===== config.mk =====
export PLATFORM = sky130hd
export DESIGN_NAME = register_bank
export DESIGN_NICKNAME = d
export VERILOG_FILES = /design/src/rtl/register_bank.sv
export SDC_FILE = /design/constraint.sdc
export NUM_CORES = 1
export LEC_CHECK = 0
export BUFFER_PORTS_ARGS = -buffer_cell sky130_fd_sc_hd__buf_2
export CORE_MARGIN = 1
export CORE_UTILIZATION = 50
export CTS_CLUSTER_DIAMETER = 50
export CTS_CLUSTER_SIZE = 25
export DETAILED_ROUTE_END_ITERATION = 12
export GPL_TIMING_DRIVEN = 0
export PLACE_DENSITY = 0.69
export SKIP_LAST_GASP = 1
export SYNTH_ARGS = -nofsm -noshare
export SYNTH_HDL_FRONTEND = slang
export SYNTH_SLANG_ARGS = --single-unit

===== constraint.sdc =====
create_clock -name Clock -period 5.5 [get_ports Clock]
set_input_delay 0.55 -clock Clock [delete_from_list [all_inputs] [get_ports Clock]]
set_output_delay 0.55 -clock Clock [all_outputs]
set_load 0.05 [all_outputs]

===== src/rtl/register_bank.sv =====
// Bank of NUM_REGS general-purpose registers sharing one FunSel operation set,
// with multi-hot write select, two combinational read ports and a wrap/clamp pulse.
module register_bank #(
  parameter int unsigned WIDTH       = 16,
  parameter int unsigned NUM_REGS    = 4,
  parameter int unsigned SAT         = 0,
  parameter logic [WIDTH-1:0] RESET_VALUE = '0,
  localparam int unsigned SW         = $clog2(NUM_REGS)
) (
  input  logic                Clock,
  input  logic                Reset,
  input  logic                E,
  input  logic [NUM_REGS-1:0] RegSel,
  input  logic [2:0]          FunSel,
  input  logic [WIDTH-1:0]    I,
  input  logic [SW-1:0]       OutASel,
  input  logic [SW-1:0]       OutBSel,
  output logic [WIDTH-1:0]    OutA,
  output logic [WIDTH-1:0]    OutB,
  output logic                Wrap
);

  localparam int unsigned H = WIDTH / 2;

  logic [WIDTH-1:0]    regs     [NUM_REGS];
  logic [WIDTH-1:0]    nxt      [NUM_REGS];
  logic [NUM_REGS-1:0] hit;

  // Per-register next value; each selected register works on its own contents.
  always_comb begin
    for (int unsigned k = 0; k < NUM_REGS; k++) begin
      nxt[k] = regs[k];
      hit[k] = 1'b0;
      if (E && RegSel[k]) begin
        case (FunSel)
          3'b000: begin
            hit[k] = (regs[k] == '0);
            nxt[k] = (SAT != 0 && hit[k]) ? regs[k] : regs[k] - WIDTH'(1);
          end
          3'b001: begin
            hit[k] = &regs[k];
            nxt[k] = (SAT != 0 && hit[k]) ? regs[k] : regs[k] + WIDTH'(1);
          end
          3'b010: nxt[k] = I;
          3'b011: nxt[k] = '0;
          3'b100: nxt[k] = {H'(0), I[H-1:0]};
          3'b101: nxt[k] = {regs[k][WIDTH-1:H], I[H-1:0]};
          3'b110: nxt[k] = {I[H-1:0], regs[k][H-1:0]};
          3'b111: nxt[k] = {{H{I[H-1]}}, I[H-1:0]};
          default: nxt[k] = regs[k];
        endcase
      end
    end
  end

  always_ff @(posedge Clock) begin
    if (Reset) begin
      for (int unsigned k = 0; k < NUM_REGS; k++) regs[k] <= RESET_VALUE;
      Wrap <= 1'b0;
    end else begin
      for (int unsigned k = 0; k < NUM_REGS; k++) regs[k] <= nxt[k];
      Wrap <= |hit;
    end
  end

  // Read mux; indices past the last register fall through to zero.
  always_comb begin
    OutA = '0;
    OutB = '0;
    for (int unsigned k = 0; k < NUM_REGS; k++) begin
      if (OutASel == SW'(k)) OutA = regs[k];
      if (OutBSel == SW'(k)) OutB = regs[k];
    end
  end

endmodule


[Word-level counts from Yosys, hierarchy flattened]
Memories as Yosys holds them, arrays and structs flattened.
Cells that the tools add are included.
Word-level totals
  output and inout port bits: 33
  word-level logic and storage cells: 74
  memories kept: 1
  input bits: 30
  bits in registers: 1
  memory bits (writable): 64
Cells by class
  mux-type cells: 31
  reduce and logical (&&, ||, !) cells: 16
  equality and inequality tests: 13
  bitwise gates (word level): 4
  add/sub/neg operators: 8
Memories
  regs: words 4, bits a word 16, rd ports 4, clocked after Yosys merged registers in 0, write ports 4, RTL line 25  | logic [WIDTH-1:0] regs [NUM_REGS];
Operator list (count)
  16-bit case mux with 8 select lines: 4
  16-bit 2-to-1 mux: 16
  16-bit by 1-bit adder with 16-bit output (second input constant): 4
  16-bit logical NOT: 4
  16-bit AND reduction: 4
  16-bit by 1-bit subtractor with 16-bit output (second input constant): 4
  3-bit == test (second input constant): 4
  2-bit == test (second input constant): 4
  1-bit case mux with 2 select lines: 4
  1-bit 2-to-1 mux: 7
  3-bit by 2-bit == test with 1-bit output (second input constant): 2
  2-bit by 1-bit == test with 1-bit output (second input constant): 2
  1-bit logical AND: 4
  2-bit logical NOT: 2
  1-bit OR: 4
  4-bit OR reduction: 1
  3-bit by 1-bit == test with 1-bit output (second input constant): 1
  3-bit logical NOT: 1

[Depth between registers and ports, before layout]
Gate-level depths: netlist (run 1).
  depth after elaboration: 5
  mapped depth: 13

[Worst setup path before layout (run 1)]
OpenSTA, ideal clock, no wires.
  path kind: input to register
  start: in FunSel[2]
  end: mem regs[1][14], in the netlist regs[0][30]
  setup slack: 0.858 ns
  arrival time: 4.520 ns
  setup time: 0.122 ns
  path buffers: 2
  cell stages on the path: 13
  cell sequence: buf_2 -> buf_4 -> nor2_1 -> nand2_1 -> inv_1 -> fa_1 -> nand3b_1 -> a21oi_2 -> o211ai_2 -> or4_4 -> a21oi_1 -> nor3b_1 -> a311o_1
RTL lines
  start, declared: RTL line 14  | input logic [2:0] FunSel,
  end, declared: RTL line 25

==> flow_summary.ini, run 1 <==
[power]
power_frac_seq_pct = 27.7
p_switching_mw = 0.805
leakagePower_nw = 3.00
intPower_mw = 1.25
switching_share_pct = 39.2
comb_power_share_pct = 40.2
cellPowerDensity_nw_per_um2 = 276
p_clk_share_pct = 32.1
peakVddDrop_v = 0.000146

[setup_path]
path_cells = buf_2, buf_4, nor2_1, nand2_4, inv_1, fa_1, nand3b_1, a21oi_2, o211ai_2, or4_4, a21oi_1, nor3b_1, a311o_1
max_stage_delay_ns = 0.69
cp.required_ns = 5.73
start_kind = primary input
startpoint = FunSel[2]
path_max_fanout = 73
arrival_ns = 4.23
r2r-start = regs[0][16]
crit_type = in2reg
end_kind = flop
slowest_stage = nand2_4

[yosys]
syn_avg_cell_area_um2 = 8.30
synth_compound_area_share_pct = 24.9
synth_edf_count = 0
syn-num-nets = 894
muxShareOfSynthArea_pct = 13.5
synth_ff_type = dfxtp_1
yosys_warnings = 0
synth_xor_area_share_pct = 6.90
synthArstFlopShare_pct = 0
synth_top_family_by_area = compound AO/OA/AOI/OAI gates
postSynthCellCount = 795
synth.distinct_cells = 59
yosys.area_share.adder_pct = 13.5
synth_simple_gate_area_share_pct = 18.1
ys_seq_area_share_pct = 19.7
synth_seq_cells = 65
netlist_area_um2 = 6600

[die]
fp.dieArea_um2 = 13700
initial_utilization_pct = 51.9
core_area_um2 = 12700
io_pins = 63
die_width_um = 117
die_h_um = 117
row_count = 41

[sta]
hold_violations = 0
relSlewSlack_pct = 35.6
rsz0062_at_grt = no
worst_slew_pin_slew_ns = 0.965
fin_crit_ns = 4.00
finClkSkew_ns = 0.00710
setup_violations = 0
whs_ns = 0.586
slew_viol_final = 0
max_freq_mhz = 250
finalCritPeriodShare_pct = 72.6

[place]
dp_cells = 1021
portBuffers = 54
hpwl_mm = 17.4
place.gp.congestion = 0.949

[clock_network]
cts_tree = yes
cts_resized = 0
clock_sinks = 65
postCtsSetupBuffers = 0
numCtsBuffers = 9
cts_buffer_depth = 2
cts_htree_levels = 3
clk_latency_ns = 0.35
ctsRootBufferMaster = clkbuf_16
cts_hold_buf = 0
clk_transition_reported_paths_ns = 0.06

[run]
drv_cap = 0

[routing]
ant_nets = 0
via_count = 7066
firstDrtPassIters = 8
via_per_inst = 6.81
wl_mm = 23.5
first_iter_violations = 697
drc = 0
wl_per_cell_um = 22.6

[cells_and_area]
stdcell_count = 1038
final_layout_size_suffix_gt1_share_pct = 13.9
nets = 959
area_growth_pct = 12.5

[global_routing]
grt_use_total_pct = 35.3
grt_pass1_wl_mm = 35.8
gr-total-overflow = 0
grt_start_max_net_pins = 74
antenna_found_initial = 1
grt_pass1_vias = 6551

[worst_hold_path]
min_from = regs[0][8]
hp-class = reg2reg

[outcome]
status = complete, no violations
## registers in the layout (all words and copies together), names as in the netlist
name  cells
Wrap      1
regs     64
## synth_stat cells (2+ instances only)
cell type	instances	area [µm²]
buf_1	3	11.3
a211oi_1	13	97.6
nor3_1	17	85.1
o21ai_0	50	250
o21ai_1	8	40.0
mux2i_1	17	170
ha_1	65	813
nand2_1	75	282
nor2_1	64	240
a21oi_1	57	285
nand4_1	20	125
o21bai_1	2	15.0
clkbuf_1	26	97.6
nor4_1	18	113
a311o_1	2	20.0
a31oi_1	21	131
xnor2_1	27	236
dfxtp_1	65	1300
nand2b_1	4	25.0
a21o_1	18	135
nand3_1	19	95.1
mux4_2	32	721
o22a_1	2	17.5
inv_1	16	60.1
xor2_1	25	219
and2_1	9	56.3
o21a_1	7	52.6
buf_2	10	50.1
o31a_1	3	26.3
or4_1	2	15.0
fa_1	4	80.1
or3_1	3	18.8
a41oi_1	3	26.3
a211o_1	3	26.3
o211ai_1	19	143
nand3b_1	2	15.0
and3_1	4	25.0
o22ai_1	12	75.1
nor2b_1	8	50.1
a311oi_1	21	184
## worst max-delay path: cells and delay by family
kind                     cells  cell delay, ns
AO/OA/AOI/OAI                4            0.85
adder cells (fa/ha/maj)      1            0.52
buffers and inverters        3            0.72
AND/OR/NAND/NOR              5            1.53
## layout make-up
cell class	instances	area, µm²
Antenna cell	1	2.50
Clock inverter	5	77.6
Fill cell	1214	5300
Timing Repair Buffer	54	270
Buffer	40	166
Inverter	16	60.1
Tap cell	172	215
Clock buffer	11	253
Multi-Input combinational cell	674	5080
Sequential cell	65	1300
## cells by family after synthesis
kind of cell	count (synthesis)
AOI/OAI and AO/OA	253
and+or+nand+nor	251
adders and majority gates	69
DFF	65
buffers and inverters	56
xor gates and xnor gates	52
muxes	49
## power groups by stage
stage / Combinational, mW / Sequential [mW] / Clock, mW
2_1_floorplan: 0.630 / 0.548 / 0
3_3_place_gp: 0.780 / 0.571 / 0
3_5_place_dp: 0.801 / 0.574 / 0
4_1_cts: 0.808 / 0.563 / 0.652
5_1_grt: 0.893 / 0.571 / 0.674
6_report: 0.825 / 0.567 / 0.660
## worst paths after layout
kind | endpoint | slack (ns) | depth (start not counted)
worst max-delay path | regs[0][30] | 1.50 | 13
worst min-delay path | regs[0][8] | 0.59 | 2
worst max register to register | regs[0][30] | 2.73 | 10
worst min register to register | regs[0][8] | 0.59 | 2
## through the flow
| stage | power, mW | util (%) | worst slack [ns] | instance area [µm²] | setup TNS, ns |
|---|---|---|---|---|---|
| final | 2.05 | 58.4 | 1.50 | 7430 | 0 |
| after global routing | 2.14 | 58.3 | 1.34 | 7420 | 0 |
| after CTS | 2.02 | 58.3 | 1.56 | 7420 | 0 |
| after detailed placement | 1.37 | 55.8 | 1.22 | 7090 | 0 |
| after global placement | 1.35 | 55.7 | -0.484 | 7090 | -2.24 |
| after floorplan | 1.18 | - | 0.858 | 6600 | 0 |
## routing by layer
metal / wire (µm) / track usage (%) / vias to the layer above
met4: 947 / 18.1 / 0
met1: 9300 / 45.1 / 3366
li1: - / - / 3200
met3: 2220 / 5.92 / 86
met5: 0 / 0 / -
met2: 11000 / 57.6 / 414
## cells in the final DEF (no fill, tap or decap), types with 7 or more instances in the layout
cell,synthesis,routed
nor4_1,18,18
mux4_2,32,32
a31oi_1,21,21
o211ai_1,19,19
mux2i_1,17,17
nand3_1,19,19
and2_1,9,9
nand2_1,75,74
o21ai_0,50,50
inv_1,16,16
nand4_1,20,20
clkbuf_16,0,9
buf_2,10,64
dfxtp_1,65,65
xor2_1,25,25
nor2_1,64,64
o21a_1,7,7
nor3_1,17,17
ha_1,65,65
o21ai_1,8,8
a311oi_1,21,21
clkbuf_1,26,26
nor2b_1,8,8
a21oi_1,57,57
a211oi_1,13,13
o22ai_1,12,12
xnor2_1,27,27
a21o_1,18,18
Note: power is estimated with default switching activity, not from simulation.
==> run 2, diff against run 1 <==
- clock period: 5.5 -> 3.72 ns (I/O delays scaled with it)
==> run 2 against run 1 <==
Clock power rose by 30%. Count of clock-buffer cells in the layout rose by 2. Sequential share of layout area rose by 0.080 points. Final cell count barely moved. Setup slack got worse by 1.2 ns. Worst hold slack got worse by 0.068 ns. First-iteration DRC count rose by 26%. Critical endpoint unchanged. Largest power group unchanged.
==> flow_summary.ini, run 2 (same netlist as run 1, synthesis figures left out) <==
[outcome]
status = complete, no violations

[setup_path]
path_cells = buf_2, buf_4, nor2_1, nand2_8, inv_1, fa_1, nand3b_1, a21oi_2, o211ai_2, or4_4, a21oi_1, nor3b_1, a311o_1
crit_type = in2reg
r2r-start = regs[0][0]
ff2ff_path_depth = 10
cpLargestDelayFamily = simple AND/OR/NAND/NOR gates
r2r_slack_ns = 0.96
arrival_ns = 3.64
r2r-end = regs[0][14]
path_buf_inv = 3
path_max_fanout = 73
max_stage_delay_ns = 0.47
cp.required_ns = 3.94
end_kind = flop
slowest_stage = fa_1
start_kind = primary input

[sta]
relSlewSlack_pct = 47.8
slew_viol_final = 0
max_freq_mhz = 292
worst_slew_pin_slew_ns = 0.783
whs_ns = 0.517
setup_violations = 0
rsz0062_at_grt = no
hold_violations = 0
finClkSkew_ns = 0.00449
finalCritPeriodShare_pct = 91.9
fin_crit_ns = 3.42

[power]
power_mw = 2.90
switching_share_pct = 39.4
comb_power_share_pct = 41.5
p_switching_mw = 1.15
power_frac_seq_pct = 28.8
p_clk_share_pct = 29.7
leakagePower_nw = 2.98
intPower_mw = 1.76
peakVddDrop_v = 0.000248
cellPowerDensity_nw_per_um2 = 393

[die]
core_area_um2 = 12700
io_pins = 63
die_h_um = 117
fp.dieArea_um2 = 13700
row_count = 41
initial_utilization_pct = 51.9
die_width_um = 117

[clock_network]
numCtsBuffers = 9
cts_tree = yes
ctsRootBufferMaster = clkbuf_16
cts_htree_levels = 3
postCtsSetupBuffers = 0
clk_transition_reported_paths_ns = 0.06
clock_sinks = 65
cts_buffer_depth = 2
clk_latency_ns = 0.34

[routing]
wl_per_cell_um = 22.4
drc = 0
via_per_inst = 6.74
first_iter_violations = 876
wl_mm = 23.3
via_count = 6994
firstDrtPassIters = 5
ant_nets = 0

[cells_and_area]
final_common_cell = nand2_1
stdcell_count = 1037
final_util_pct = 58.1
antenna_cells = 0
reg_top3 = regs (64), Wrap (1)
area_growth_pct = 12.0
final_cell_mix = nand2_1 (74), dfxtp_1 (65), ha_1 (65)
final_area_um2 = 7390
largest-register = regs
nets = 959
largest_reg_flops = 64
final_layout_size_suffix_gt1_share_pct = 13.5

[place]
dp_cells = 1021
hpwl_mm = 17.5
place_area_um2 = 7090
portBuffers = 54
place.gp.congestion = 0.948

[run]
drv_cap = 0

[global_routing]
gr-total-overflow = 0
grt_use_total_pct = 35.1
grt_start_max_net_pins = 74
grt_pass1_wl_mm = 35.6
antenna_found_initial = 0
grt_pass1_vias = 6585

[worst_hold_path]
hold_path_depth = 4
hp-class = in2reg
whs_endpoint = regs[0][45]
min_from = RegSel[2]
## run 2: changes by cell type in the layout (fill, tap and decap cells not counted), sizes merged
cell,before,now
diode,1,0
bufinv,2,1
clkinvlp,1,0
clkbuf,37,39
## run 2: stage by stage
stage	TNS (ns)	setup WS, ns
floorplan	0	0.309
global placement	-0.482	-0.275
detailed placement	-1.23	-0.347
CTS	0	0.319
global route	0	0.126
finish	0	0.300
## run 2: worst max path at each step
stage | start | to | slack, ns | depth (start not counted)
final | FunSel[2] | regs[0][30] | 0.30 | 13
after detailed placement | FunSel[2] | regs[0][30] | -0.35 | 13
after global placement | FunSel[2] | regs[0][30] | -0.28 | 13
after global routing | FunSel[2] | regs[0][30] | 0.13 | 13
after CTS | FunSel[2] | regs[0][30] | 0.32 | 13
after floorplan | FunSel[2] | regs[0][30] | 0.31 | 13
## run 2: what timing repair did
| action | 4_1_cts | 5_1_grt |
|---|---|---|
| resized for setup | 1 | 0 |
| endpoints found under the hold margin | 0 | 0 |
| hold buffers | 0 | 0 |
| endpoints found under the setup margin | 1 | 0 |
## run 2: worst register-to-register path, stage by stage (launching register included)
cell and delay, ns:
dfxtp_1 0.30, clkbuf_1 0.38, inv_1 0.13, fa_1 0.49, nand3b_1 0.22, a21oi_1 0.26, o41a_1 0.23, a31oi_2 0.17
o21ai_1 0.19, xnor2_1 0.14, o22ai_1 0.09
## run 2: layer usage
metal	share of wire (%)	vias up	global-route usage (%)	routed length, µm
met5	0	-	0	0
met2	48	365	59.4	11100
met4	4.4	0	15.9	1020
li1	-	3197	-	-
met3	8.3	81	3.71	1940
met1	40	3351	45.2	9220
## run 2: power groups by stage
stage | Clock, mW | Combinational, mW | Sequential, mW
after detailed placement | 0 | 1.18 | 0.845
after CTS | 0.858 | 1.19 | 0.831
final | 0.861 | 1.21 | 0.837
after global routing | 0.885 | 1.31 | 0.843
after global placement | 0 | 1.15 | 0.841
after floorplan | 0 | 0.933 | 0.810
## run 2: cell type report
| cell class | count | area, µm² |
|---|---|---|
| Buffer | 40 | 166 |
| Clock buffer | 13 | 250 |
| Clock inverter | 3 | 40.0 |
| Fill cell | 1214 | 5330 |
| Inverter | 16 | 60.1 |
| Multi-Input combinational cell | 674 | 5090 |
| Sequential cell | 65 | 1300 |
| Tap cell | 172 | 215 |
| Timing Repair Buffer | 54 | 270 |
